## config.mk

```make
export PLATFORM = sky130hd
export DESIGN_NAME = mem_port_arbiter
export DESIGN_NICKNAME = d
export VERILOG_FILES = /design/src/rtl/scd_pkg.sv /design/src/rtl/rr_picker.sv /design/src/rtl/mem_port_arbiter.sv
export SDC_FILE = /design/constraint.sdc
export NUM_CORES = 1
export LEC_CHECK = 0
export CELL_PAD_IN_SITES_DETAIL_PLACEMENT = 1
export CELL_PAD_IN_SITES_GLOBAL_PLACEMENT = 2
export CORE_ASPECT_RATIO = 1.2
export CORE_MARGIN = 2
export CORE_UTILIZATION = 25
export DETAILED_ROUTE_END_ITERATION = 10
export PLACE_DENSITY_LB_ADDON = 0.1
export SLEW_MARGIN = 20
export SYNTH_ARGS = -nofsm -noshare
export SYNTH_HDL_FRONTEND = slang
export SYNTH_HIERARCHICAL = 1
export SYNTH_SLANG_ARGS = --single-unit
```

## constraint.sdc

```tcl
create_clock -name clk -period 2.4 [get_ports clk]
set_input_delay 0.24 -clock clk [delete_from_list [all_inputs] [get_ports clk]]
set_output_delay 0.24 -clock clk [all_outputs]
set_load 0.01 [all_outputs]
```

## src/rtl/scd_pkg.sv

```systemverilog
// Shared types and helpers for the memory port arbiter.
// Holds the FSM state encoding and the byte-lane merge used by read-modify-write.
package scd_pkg;

  typedef enum logic [1:0] {IDLE, ACCESS, WRITE, DONE} state_e;

  localparam logic LANE_LO = 1'b0;

  function automatic logic [15:0] merge_byte(input logic [15:0] word,
                                             input logic [7:0]  b,
                                             input logic        lane);
    return (lane == LANE_LO) ? {word[15:8], b} : {b, word[7:0]};
  endfunction

endpackage

```

## src/rtl/rr_picker.sv

```systemverilog
// Combinational requester picker: rotating search from ptr, or fixed lowest-index
// priority when fixed=1. Produces one-hot grant plus encoded index.
module rr_picker #(
  parameter int NREQ = 2
) (
  input  logic [NREQ-1:0] req,
  input  logic [1:0]      ptr,
  input  logic            fixed,
  output logic [NREQ-1:0] gnt,
  output logic [1:0]      idx,
  output logic            any
);

  always_comb begin
    logic [2:0] s;
    idx = '0;
    any = 1'b0;
    s   = '0;
    // Walk offsets from highest to lowest so the smallest offset is the last to claim.
    for (int k = NREQ - 1; k >= 0; k--) begin
      s = fixed ? 3'(k) : ({1'b0, ptr} + 3'(k));
      if (s >= 3'(NREQ)) s = s - 3'(NREQ);
      for (int j = 0; j < NREQ; j++) begin
        if (req[j] && (s[1:0] == 2'(j))) begin
          idx = 2'(j);
          any = 1'b1;
        end
      end
    end
    for (int j = 0; j < NREQ; j++) gnt[j] = any && (idx == 2'(j));
  end

endmodule

```

## src/rtl/mem_port_arbiter.sv

```systemverilog
// Shares one 16-bit word memory port between NREQ byte-addressed requesters.
// Byte writes are turned into read-modify-write; each grant runs to completion.
module mem_port_arbiter
  import scd_pkg::*;
#(
  parameter int NREQ   = 2,
  parameter int ADDR_W = 8,
  parameter int RR     = 1
) (
  input  logic                   clk,
  input  logic                   rst,
  input  logic [NREQ-1:0]        req,
  input  logic [NREQ-1:0]        we,
  input  logic [NREQ-1:0]        wsize,
  input  logic [NREQ*ADDR_W-1:0] addr,
  input  logic [NREQ*16-1:0]     wdata,
  output logic [NREQ-1:0]        ack,
  output logic [15:0]            rdata,
  output logic                   busy,
  output logic [1:0]             gnt_id,
  output logic [ADDR_W-1:0]      mem_addr,
  output logic [15:0]            mem_in,
  output logic                   mem_we,
  input  logic [15:0]            mem_out
);

  state_e              r_state;
  logic [1:0]          r_ptr;
  logic [1:0]          r_gnt_id;
  logic                r_we;
  logic                r_wsize;
  logic [ADDR_W-1:0]   r_addr;
  logic [15:0]         r_wdata;
  logic [15:0]         r_word_q;
  logic [15:0]         r_rdata;
  logic [NREQ-1:0]     r_ack;

  logic [NREQ-1:0]     w_gnt;
  logic [NREQ-1:0]     w_gnt_oh;
  logic [1:0]          w_idx;
  logic [1:0]          w_ptr_nxt;
  logic                w_any;
  logic                w_sel_we;
  logic                w_sel_wsize;
  logic [ADDR_W-1:0]   w_sel_addr;
  logic [15:0]         w_sel_wdata;

  rr_picker #(.NREQ(NREQ)) u_pick (
    .req   (req),
    .ptr   (r_ptr),
    .fixed (RR == 0),
    .gnt   (w_gnt),
    .idx   (w_idx),
    .any   (w_any)
  );

  always_comb begin
    logic [2:0] t;
    w_sel_we    = 1'b0;
    w_sel_wsize = 1'b0;
    w_sel_addr  = '0;
    w_sel_wdata = '0;
    for (int j = 0; j < NREQ; j++) begin
      if (w_gnt[j]) begin
        w_sel_we    = we[j];
        w_sel_wsize = wsize[j];
        w_sel_addr  = addr[j*ADDR_W +: ADDR_W];
        w_sel_wdata = wdata[j*16 +: 16];
      end
      w_gnt_oh[j] = (r_gnt_id == 2'(j));
    end
    t = {1'b0, w_idx} + 3'd1;
    if (t >= 3'(NREQ)) t = '0;
    w_ptr_nxt = t[1:0];
  end

  always_ff @(posedge clk) begin
    if (rst) begin
      r_state  <= IDLE;
      r_ptr    <= '0;
      r_gnt_id <= '0;
      r_we     <= 1'b0;
      r_wsize  <= 1'b0;
      r_addr   <= '0;
      r_wdata  <= '0;
      r_word_q <= '0;
      r_rdata  <= '0;
      r_ack    <= '0;
    end else begin
      r_ack <= '0;
      unique case (r_state)
        IDLE: if (w_any) begin
          r_gnt_id <= w_idx;
          r_we     <= w_sel_we;
          r_wsize  <= w_sel_wsize;
          r_addr   <= w_sel_addr;
          r_wdata  <= w_sel_wdata;
          if (RR != 0) r_ptr <= w_ptr_nxt;
          r_state  <= (w_sel_we && w_sel_wsize) ? WRITE : ACCESS;
        end
        ACCESS: begin
          r_word_q <= mem_out;
          if (!r_we) begin
            r_rdata <= mem_out;
            r_ack   <= w_gnt_oh;
            r_state <= DONE;
          end else begin
            r_state <= WRITE;
          end
        end
        WRITE: begin
          r_ack   <= w_gnt_oh;
          r_state <= DONE;
        end
        DONE: r_state <= IDLE;
      endcase
    end
  end

  // Write enable is gated by reset so a reset landing in WRITE never commits.
  assign mem_we   = (r_state == WRITE) && !rst;
  assign mem_in   = (r_state != WRITE) ? 16'h0000 :
                    r_wsize ? r_wdata : merge_byte(r_word_q, r_wdata[7:0], r_addr[0]);
  assign mem_addr = r_addr;
  assign ack      = r_ack;
  assign rdata    = r_rdata;
  assign gnt_id   = r_gnt_id;
  assign busy     = (r_state != IDLE);

endmodule

```

==> impl_metrics.env, run 1 <==
export IMPL_wirelength_um=10300
export IMPL_synth_distinct_cells=33
export IMPL_async_flop_share=0
export IMPL_dpl_cell_area_um2=4370
export IMPL_syn_inst=364
export IMPL_arrival_ps=2030
export IMPL_fin_crit_ps=2270
export IMPL_cts_buffers=9
export IMPL_synthTopCellsByCount="dfxtp_1, nand2_1, nor2_1, mux2i_1, nor3_1"
export IMPL_synth_avg_cell_area_um2=8.55
export IMPL_yosys_cell_count_top_type="dfxtp_1"
export IMPL_powerDensity_nw_per_um2=946
export IMPL_wl_per_cell_um=16.2
export IMPL_grt_overflow_total=0
export IMPL_num_io_pins=118
export IMPL_endpoint_kind="output port"
export IMPL_core_area_um2=12100
export IMPL_finalMaxSlewViolations=0
export IMPL_relSlewSlack=0.488
export IMPL_via_per_inst=4.54
export IMPL_setup_worst_path_start_class="flip-flop"
export IMPL_place_gp_congestion=0.714
export IMPL_finalSetupTns_ps=0
export IMPL_num_rows=44
export IMPL_grt_max_degree=68
export IMPL_synth_fp_nets=443
export IMPL_synth_top_area_share=0.425
export IMPL_grtUsageTotal=0.157
export IMPL_setup_ws_ps=133
export IMPL_path_class="flip-flop to output port"
export IMPL_synth_ff_type="dfxtp_1"
export IMPL_postCtsHoldBufs=0
export IMPL_initial_core_util=0.257
export IMPL_first_pass_iters=4
export IMPL_cts_sinks=66
export IMPL_cts_root_buf="clkbuf_16"
export IMPL_synth_area_leaders="dfxtp_1, mux2i_1, a221oi_1"
export IMPL_finalSetupViolations=0
export IMPL_first_global_vias=3049
export IMPL_clock_path_buffers=2
export IMPL_max_cap_viol_count=0
export IMPL_grt_antenna_before_repair=0
export IMPL_crit_fanout=8
export IMPL_grt_pass1_wl_um=16100
export IMPL_vdd_drop_max_mv=0.627
export IMPL_hold_viol_final=0
export IMPL_p_leak_nw=1.76
export IMPL_ant_nets=0
export IMPL_worst_clock_skew_ps=5.17
export IMPL_hold_slack_ps=452
export IMPL_r2r_slack_ps=380
export IMPL_dp_hpwl_um=7470
export IMPL_cts_tree="yes"
export IMPL_die_area_um2=13400
export IMPL_yosys_area_top_type="dfxtp_1"
export IMPL_fmax_ghz=0.441
export IMPL_rsz0062_at_grt="false"
export IMPL_stdcell_area_um2=4680
export IMPL_pre_cts_ws_ps=-41.7
export IMPL_drt_iter0_drc=64
export IMPL_seq_area_frac_synth=0.425
export IMPL_synth_edf_count=0
export IMPL_die_width_um=106
export IMPL_hold_class="flip-flop to flip-flop"
export IMPL_yosysWarnings=6
export IMPL_htree_levels=3
export IMPL_synth_seq_cells=66
export IMPL_clk_pin_slew_ps=60
export IMPL_clock_latency_ps=330
export IMPL_synth_area_um2=3110
export IMPL_finalNetCount=547
export IMPL_port_buffers=117
export IMPL_status="completed"
export IMPL_syn2layout_area_growth_pct=50.6
export IMPL_tightest_slew_ps=767
export IMPL_drive_gt1_frac=0.0678
export IMPL_drc=0
export IMPL_n_antenna_cell=0
export IMPL_via_count=2876
export IMPL_die_y_um=126
export IMPL_critPathRequiredTime_ps=2160
export IMPL_min_period_over_period=0.945
## state kept, by name, indices dropped and copies added, names as in the netlist
name / count
gnt_id: 2
r_wdata: 16
ack: 2
r_state: 2
r_wsize: 1
rdata: 16
r_we: 1
mem_addr: 8
r_ptr: 2
r_word_q: 16
## cell type report
| type | count | area, µm² |
|---|---|---|
| Multi-Input combinational cell | 258 | 1590 |
| Fill cell | 1437 | 7430 |
| Timing Repair Buffer | 127 | 1240 |
| Clock buffer | 13 | 270 |
| Clock inverter | 2 | 35.0 |
| Inverter | 6 | 22.5 |
| Sequential cell | 66 | 1320 |
| Tap cell | 161 | 201 |
## per-stage QoR
stage               std cells  power, mW   util
floorplan                 364       2.51      -
global placement          618       3.11  0.361
detailed placement        618       3.14  0.361
CTS                       633       4.51  0.386
global route              633       4.74  0.387
finish                    633       4.43  0.387
## worst max-delay path, stage by stage, from the launching register on
cell and delay (ps):
dfxtp_1 450, buf_4 250, mux2i_1 250, o21ai_0 120, and2_1 170, clkdlybuf4s50_1 470
## cells by family (layout without fill, tap and decap cells)
family          after synthesis  count (layout)  share of synthesized area
simple gates                155             155                      0.235
flops                        66              66                      0.425
compound gates               62              62                      0.140
buf+inv                      40             148                     0.0664
mux                          32              32                      0.103
fa+ha+maj                     7               7                     0.0282
other cells                   2               2                    0.00241
## placed cells by master, fill, tap and decap left out, types with 7 or more instances in the layout
cell type        count
clkdlybuf4s50_1    116
dfxtp_1             66
nand2_1             49
nor2_1              44
mux2i_1             32
nor3_1              26
a221oi_1            25
a21oi_1             21
nor2b_1             12
buf_4               10
and2_1               9
clkbuf_16            9
o21ai_0              8
ha_1                 7
## final timing paths
check | start | endpoint | depth (start not counted)
max | mem_addr[0] | mem_in[12] | 5
min reg2reg | rdata[12] | rdata[12] | 2
max reg2reg | r_ptr[0] | r_wdata[5] | 7
min | rdata[12] | rdata[12] | 2
## repair_timing
| item | CTS | global route |
|---|---|---|
| endpoints found under the setup margin | 0 | 25 |
| buffers inserted | 0 | 0 |
| endpoints found under the hold margin | 0 | 0 |
| resized for setup | 0 | 2 |
## power breakdown
| part | switching [mW] | internal [mW] | total [mW] |
|---|---|---|---|
| logic | 0.813 | 0.756 | 1.57 |
| registers | 0.165 | 1.35 | 1.51 |
| clock network | 0.470 | 0.882 | 1.35 |
| total | 1.45 | 2.98 | 4.43 |
## metal layers
| layer | vias up | wire [µm] | GRT usage |
|---|---|---|---|
| met1 | 1328 | 4350 | 0.190 |
| met3 | 11 | 573 | 0.0357 |
| met5 | - | 0 | 0 |
| li1 | 1461 | - | - |
| met2 | 76 | 5150 | 0.269 |
| met4 | 0 | 172 | 0.0650 |
Note: power is estimated with default switching activity, not from simulation.
==> inputs of run 2 (changes only) <==
--- a/config.mk
+++ b/config.mk
@@ -8,7 +8,7 @@
 export CELL_PAD_IN_SITES_DETAIL_PLACEMENT = 1
 export CELL_PAD_IN_SITES_GLOBAL_PLACEMENT = 2
 export CORE_ASPECT_RATIO = 1.2
-export CORE_MARGIN = 2
+export CORE_MARGIN = 8
 export CORE_UTILIZATION = 25
 export DETAILED_ROUTE_END_ITERATION = 10
 export PLACE_DENSITY_LB_ADDON = 0.1
@@ -17,3 +17,4 @@
 export SYNTH_HDL_FRONTEND = slang
 export SYNTH_HIERARCHICAL = 1
 export SYNTH_SLANG_ARGS = --single-unit
+export TNS_END_PERCENT = 20
==> run 2 against run 1 <==
  * Final cell count is the same
  * Utilization shrank 0.093 points
  * Final area shrank 0.24%
  * Critical path depth is the same
  * Sequential power is essentially flat
  * Global-route usage shrank 2.4 points
  * First-iteration DRC count grew 48%
  * Critical path type unchanged
  * Sequential share of layout area grew 0.068 points
  * Register-to-register slack is essentially flat
==> impl_metrics.env, run 2 (synthesis gave the netlist of run 1 again) <==
export IMPL_rsz0062_at_grt="false"
export IMPL_die_y_um=138
export IMPL_die_area_um2=16300
export IMPL_setup_worst_path_start_class="flip-flop"
export IMPL_hold_class="primary input to flip-flop"
export IMPL_finalSetupViolations=0
export IMPL_cts_sinks=66
export IMPL_post_cts_buffers=0
export IMPL_r2r_slack_ps=370
export IMPL_port_buffers=117
export IMPL_clock_latency_ps=320
export IMPL_syn2layout_area_growth_pct=50.2
export IMPL_htree_levels=3
export IMPL_p_leak_nw=1.75
export IMPL_status="completed"
export IMPL_rr_startpoint="r_ptr[0]"
export IMPL_drc=0
export IMPL_r2r_end="r_wdata[15]"
export IMPL_crit_fanout=8
export IMPL_grt_pass1_wl_um=17300
export IMPL_final_common_cell="clkdlybuf4s50_1"
export IMPL_finalMaxSlewViolations=0
export IMPL_dp_hpwl_um=8340
export IMPL_min_period_over_period=0.944
export IMPL_grt_max_degree=30
export IMPL_powerDensity_nw_per_um2=938
export IMPL_endpoint_kind="output port"
export IMPL_dpl_cell_area_um2=4380
export IMPL_drive_gt1_frac=0.0657
export IMPL_wl_per_cell_um=17.0
export IMPL_grt_overflow_total=0
export IMPL_worstSetupEndpoint="mem_in[8]"
export IMPL_tightest_slew_ps=742
export IMPL_startpoint="mem_addr[0]"
export IMPL_vdd_drop_max_mv=0.308
export IMPL_place_gp_congestion=0.770
export IMPL_fmax_ghz=0.441
export IMPL_drt_iter0_drc=95
export IMPL_max_cap_viol_count=0
export IMPL_nFillCells=1445
export IMPL_cts_root_buf="clkbuf_16"
export IMPL_grt_antenna_before_repair=0
export IMPL_clk_pin_slew_ps=50
export IMPL_clock_path_buffers=2
export IMPL_core_area_um2=12100
export IMPL_finalSetupTns_ps=0
export IMPL_cts_buffers=9
export IMPL_first_global_vias=3199
export IMPL_path_class="flip-flop to output port"
export IMPL_fin_crit_ps=2270
export IMPL_hold_start="rst"
export IMPL_n_antenna_cell=0
export IMPL_via_count=2924
export IMPL_finalNetCount=547
export IMPL_r2r_cells=8
export IMPL_arrival_ps=2030
export IMPL_hold_viol_final=0
export IMPL_num_rows=44
export IMPL_total_power_mw=4.38
export IMPL_relSlewSlack=0.506
export IMPL_postCtsHoldBufs=0
export IMPL_wirelength_um=10700
export IMPL_worst_clock_skew_ps=2.40
export IMPL_initial_core_util=0.257
export IMPL_first_pass_iters=4
export IMPL_grtUsageTotal=0.133
export IMPL_critPathRequiredTime_ps=2160
export IMPL_stdcell_area_um2=4670
export IMPL_num_io_pins=118
export IMPL_die_width_um=118
export IMPL_cts_tree="yes"
export IMPL_ant_nets=0
export IMPL_via_per_inst=4.62
export IMPL_layout_common_cells="clkdlybuf4s50_1, dfxtp_1, nand2_1"
## run 2: how the worst min path moves through the flow
stage                       end  slack [ps]  depth (start not counted)
finish              mem_addr[6]         440                          2
CTS                 mem_addr[6]         430                          2
floorplan              rdata[0]         380                          2
global route         r_wdata[8]         460                          2
detailed placement    rdata[13]         450                          2
global placement       rdata[0]         440                          2
## run 2: layout make-up
| cell class | count | area, µm² | share of cell area |
|---|---|---|---|
| Clock buffer | 12 | 246 | 0.0527 |
| Tap cell | 161 | 201 | 0.0431 |
| Timing Repair Buffer | 127 | 1250 | 0.268 |
| Multi-Input combinational cell | 258 | 1590 | 0.340 |
| Clock inverter | 3 | 40.0 | 0.00857 |
| Sequential cell | 66 | 1320 | 0.283 |
| Inverter | 6 | 22.5 | 0.00482 |
## run 2: per-layer routing
layer	share of wire	track usage
met4	0.013	0.0358
met1	0.42	0.144
met2	0.50	0.235
met5	0	0
met3	0.059	0.0517
## run 2: what timing repair did
item,4_1_cts,5_1_grt
gates resized for setup,0,1
endpoints found under the hold margin,0,0
endpoints found under the setup margin,0,1
## run 2: worst max-delay path: stages (launching register included)
cell	delay (ps)
dfxtp_1	440
buf_4	240
mux2i_1	100
o21ai_0	230
and2_1	160
clkdlybuf4s50_1	530
## run 2: per-stage QoR
step            util  std cells  setup WS, ps  hold slack [ps]
2_1_floorplan      -        364           675              376
3_3_place_gp   0.362        618           403              442
3_5_place_dp   0.362        618           373              446
4_1_cts        0.386        633          45.4              434
5_1_grt        0.386        633          15.0              462
6_report       0.386        633           135              435
## run 2: power breakdown
group	leakage [nW]	switching (mW)	total, mW	internal (mW)
Clock	0.142	0.459	1.28	0.823
Combinational	1.07	0.828	1.59	0.767
Sequential	0.542	0.162	1.51	1.35
==> inputs of run 3 (changes only) <==
--- a/config.mk
+++ b/config.mk
@@ -5,13 +5,11 @@
 export SDC_FILE = /design/constraint.sdc
 export NUM_CORES = 1
 export LEC_CHECK = 0
-export CELL_PAD_IN_SITES_DETAIL_PLACEMENT = 1
-export CELL_PAD_IN_SITES_GLOBAL_PLACEMENT = 2
 export CORE_ASPECT_RATIO = 1.2
 export CORE_MARGIN = 8
-export CORE_UTILIZATION = 25
+export CORE_UTILIZATION = 44
 export DETAILED_ROUTE_END_ITERATION = 10
-export PLACE_DENSITY_LB_ADDON = 0.1
+export PLACE_DENSITY = 0.8
 export SLEW_MARGIN = 20
 export SYNTH_ARGS = -nofsm -noshare
 export SYNTH_HDL_FRONTEND = slang
==> run 3 against run 2 <==
  * Non-clock buffer count down 2
  * Sequential cell count is the same
  * Sequential power barely moved
  * Final area is 3.2% lower
  * Largest cell class unchanged
  * Setup slack lost 19 ps
==> impl_metrics.env, run 3 (synthesis gave the netlist of run 1 again) <==
export IMPL_cts_sinks=66
export IMPL_hold_viol_final=0
export IMPL_syn2layout_area_growth_pct=45.5
export IMPL_post_cts_buffers=0
export IMPL_finalSetupViolations=0
export IMPL_path_class="flip-flop to output port"
export IMPL_grt_max_degree=68
export IMPL_layout_common_cells="clkdlybuf4s50_1, dfxtp_1, nand2_1"
export IMPL_powerDensity_nw_per_um2=925
export IMPL_busiest_layer="met2"
export IMPL_wirelength_um=9360
export IMPL_ant_nets=0
export IMPL_initial_core_util=0.454
export IMPL_fin_util=0.660
export IMPL_finalSetupTns_ps=0
export IMPL_clock_path_buffers=2
export IMPL_die_area_um2=10000
export IMPL_grt_pass1_wl_um=15100
export IMPL_num_rows=33
export IMPL_cts_tree="yes"
export IMPL_tightest_slew_ps=712
export IMPL_use_met1=0.205
export IMPL_dpl_cell_area_um2=4280
export IMPL_status="completed"
export IMPL_via_count=2930
export IMPL_grtUsageMet3=0.0575
export IMPL_finalMaxSlewViolations=0
export IMPL_grt_antenna_before_repair=0
export IMPL_rsz0062_at_grt="false"
export IMPL_n_antenna_cell=0
export IMPL_die_width_um=92.8
export IMPL_dp_hpwl_um=6960
export IMPL_clock_latency_ps=350
export IMPL_place_gp_congestion=0.827
export IMPL_crit_fanout=6
export IMPL_cts_buffers=9
export IMPL_drc=0
export IMPL_final_common_cell="clkdlybuf4s50_1"
export IMPL_critPathRequiredTime_ps=2160
export IMPL_worst_clock_skew_ps=8.87
export IMPL_setup_ws_ps=116
export IMPL_drive_gt1_frac=0.0679
export IMPL_hold_slack_ps=455
export IMPL_min_period_over_period=0.952
export IMPL_finalNetCount=545
export IMPL_grt_overflow_total=0
export IMPL_drt_iter0_drc=112
export IMPL_clk_pin_slew_ps=80
export IMPL_core_area_um2=6850
export IMPL_endpoint_kind="output port"
export IMPL_relSlewSlack=0.525
export IMPL_vdd_drop_max_mv=0.428
export IMPL_placed_cells=542
export IMPL_htree_levels=3
export IMPL_fmax_ghz=0.438
export IMPL_grtUsageTotal=0.188
export IMPL_nFillCells=614
export IMPL_max_cap_viol_count=0
export IMPL_crit_slowest_cell="dfxtp_1"
export IMPL_hold_class="flip-flop to flip-flop"
export IMPL_grtUsageMet2=0.324
export IMPL_arrival_ps=2040
export IMPL_num_io_pins=118
export IMPL_first_global_vias=3058
export IMPL_critical_path_max_stage_delay_ps=530
export IMPL_total_power_mw=4.18
export IMPL_port_buffers=117
export IMPL_p_leak_nw=1.71
export IMPL_stdcell_area_um2=4520
export IMPL_first_pass_iters=4
export IMPL_cp_cell_sequence="buf_4, mux2i_1, o21ai_0, and2_1, clkdlybuf4s50_1"
export IMPL_cts_root_buf="clkbuf_8"
export IMPL_wl_per_cell_um=16.8
export IMPL_via_per_inst=5.25
export IMPL_fin_cells=558
export IMPL_fin_crit_ps=2280
export IMPL_die_y_um=108
export IMPL_setup_worst_path_start_class="flip-flop"
export IMPL_pre_cts_ws_ps=322
## run 3: cell count changes in the layout (fill, tap and decap cells not counted)
cell,previous run,this run
ha_2,0,1
ha_1,7,6
clkbuf_16,9,0
buf_4,9,7
clkinv_4,0,2
clkbuf_8,1,9
clkbuf_1,2,1
clkinvlp_4,0,1
bufinv_16,1,3
clkinv_2,2,0
## run 3: worst max-delay path, delay by kind of cell (launching register included)
| family | cells | cell delay (ps) |
|---|---|---|
| compound gates | 1 | 90 |
| buf+inv | 2 | 730 |
| simple gates | 1 | 170 |
| flops | 1 | 530 |
| mux | 1 | 200 |
## run 3: area by class of cell
type	count	area, µm²	share of cell area
inverter	6	22.5	0.00498
multi-input combinational	258	1590	0.351
timing repair buffer	125	1240	0.274
clock inverter	6	115	0.0254
tap	87	109	0.0241
sequential	66	1320	0.292
clock buffer	10	128	0.0282
## run 3: repair_timing
action	4_1_cts	5_1_grt
setup endpoints to repair	3	17
hold buffers	0	0
cloned	0	0
resized for setup	1	1
## run 3: final timing paths
check                                  from         end  slack (ps)  cells after the start
worst max-delay path            mem_addr[0]   mem_in[9]         120                      5
worst min-delay path               rdata[1]    rdata[1]         450                      2
worst max register to register     r_ptr[0]  r_wdata[5]         330                      8
worst min register to register     rdata[1]    rdata[1]         450                      2
## run 3: power by group
group | switching [mW] | internal, mW | total [mW]
Sequential | 0.158 | 1.34 | 1.50
Combinational | 0.799 | 0.749 | 1.55
Clock | 0.442 | 0.694 | 1.14
## run 3: layer usage
layer,vias up,part of all wire
met5,-,0
met2,96,0.49
met1,1351,0.41
met4,0,0.036
met3,25,0.062
li1,1458,-
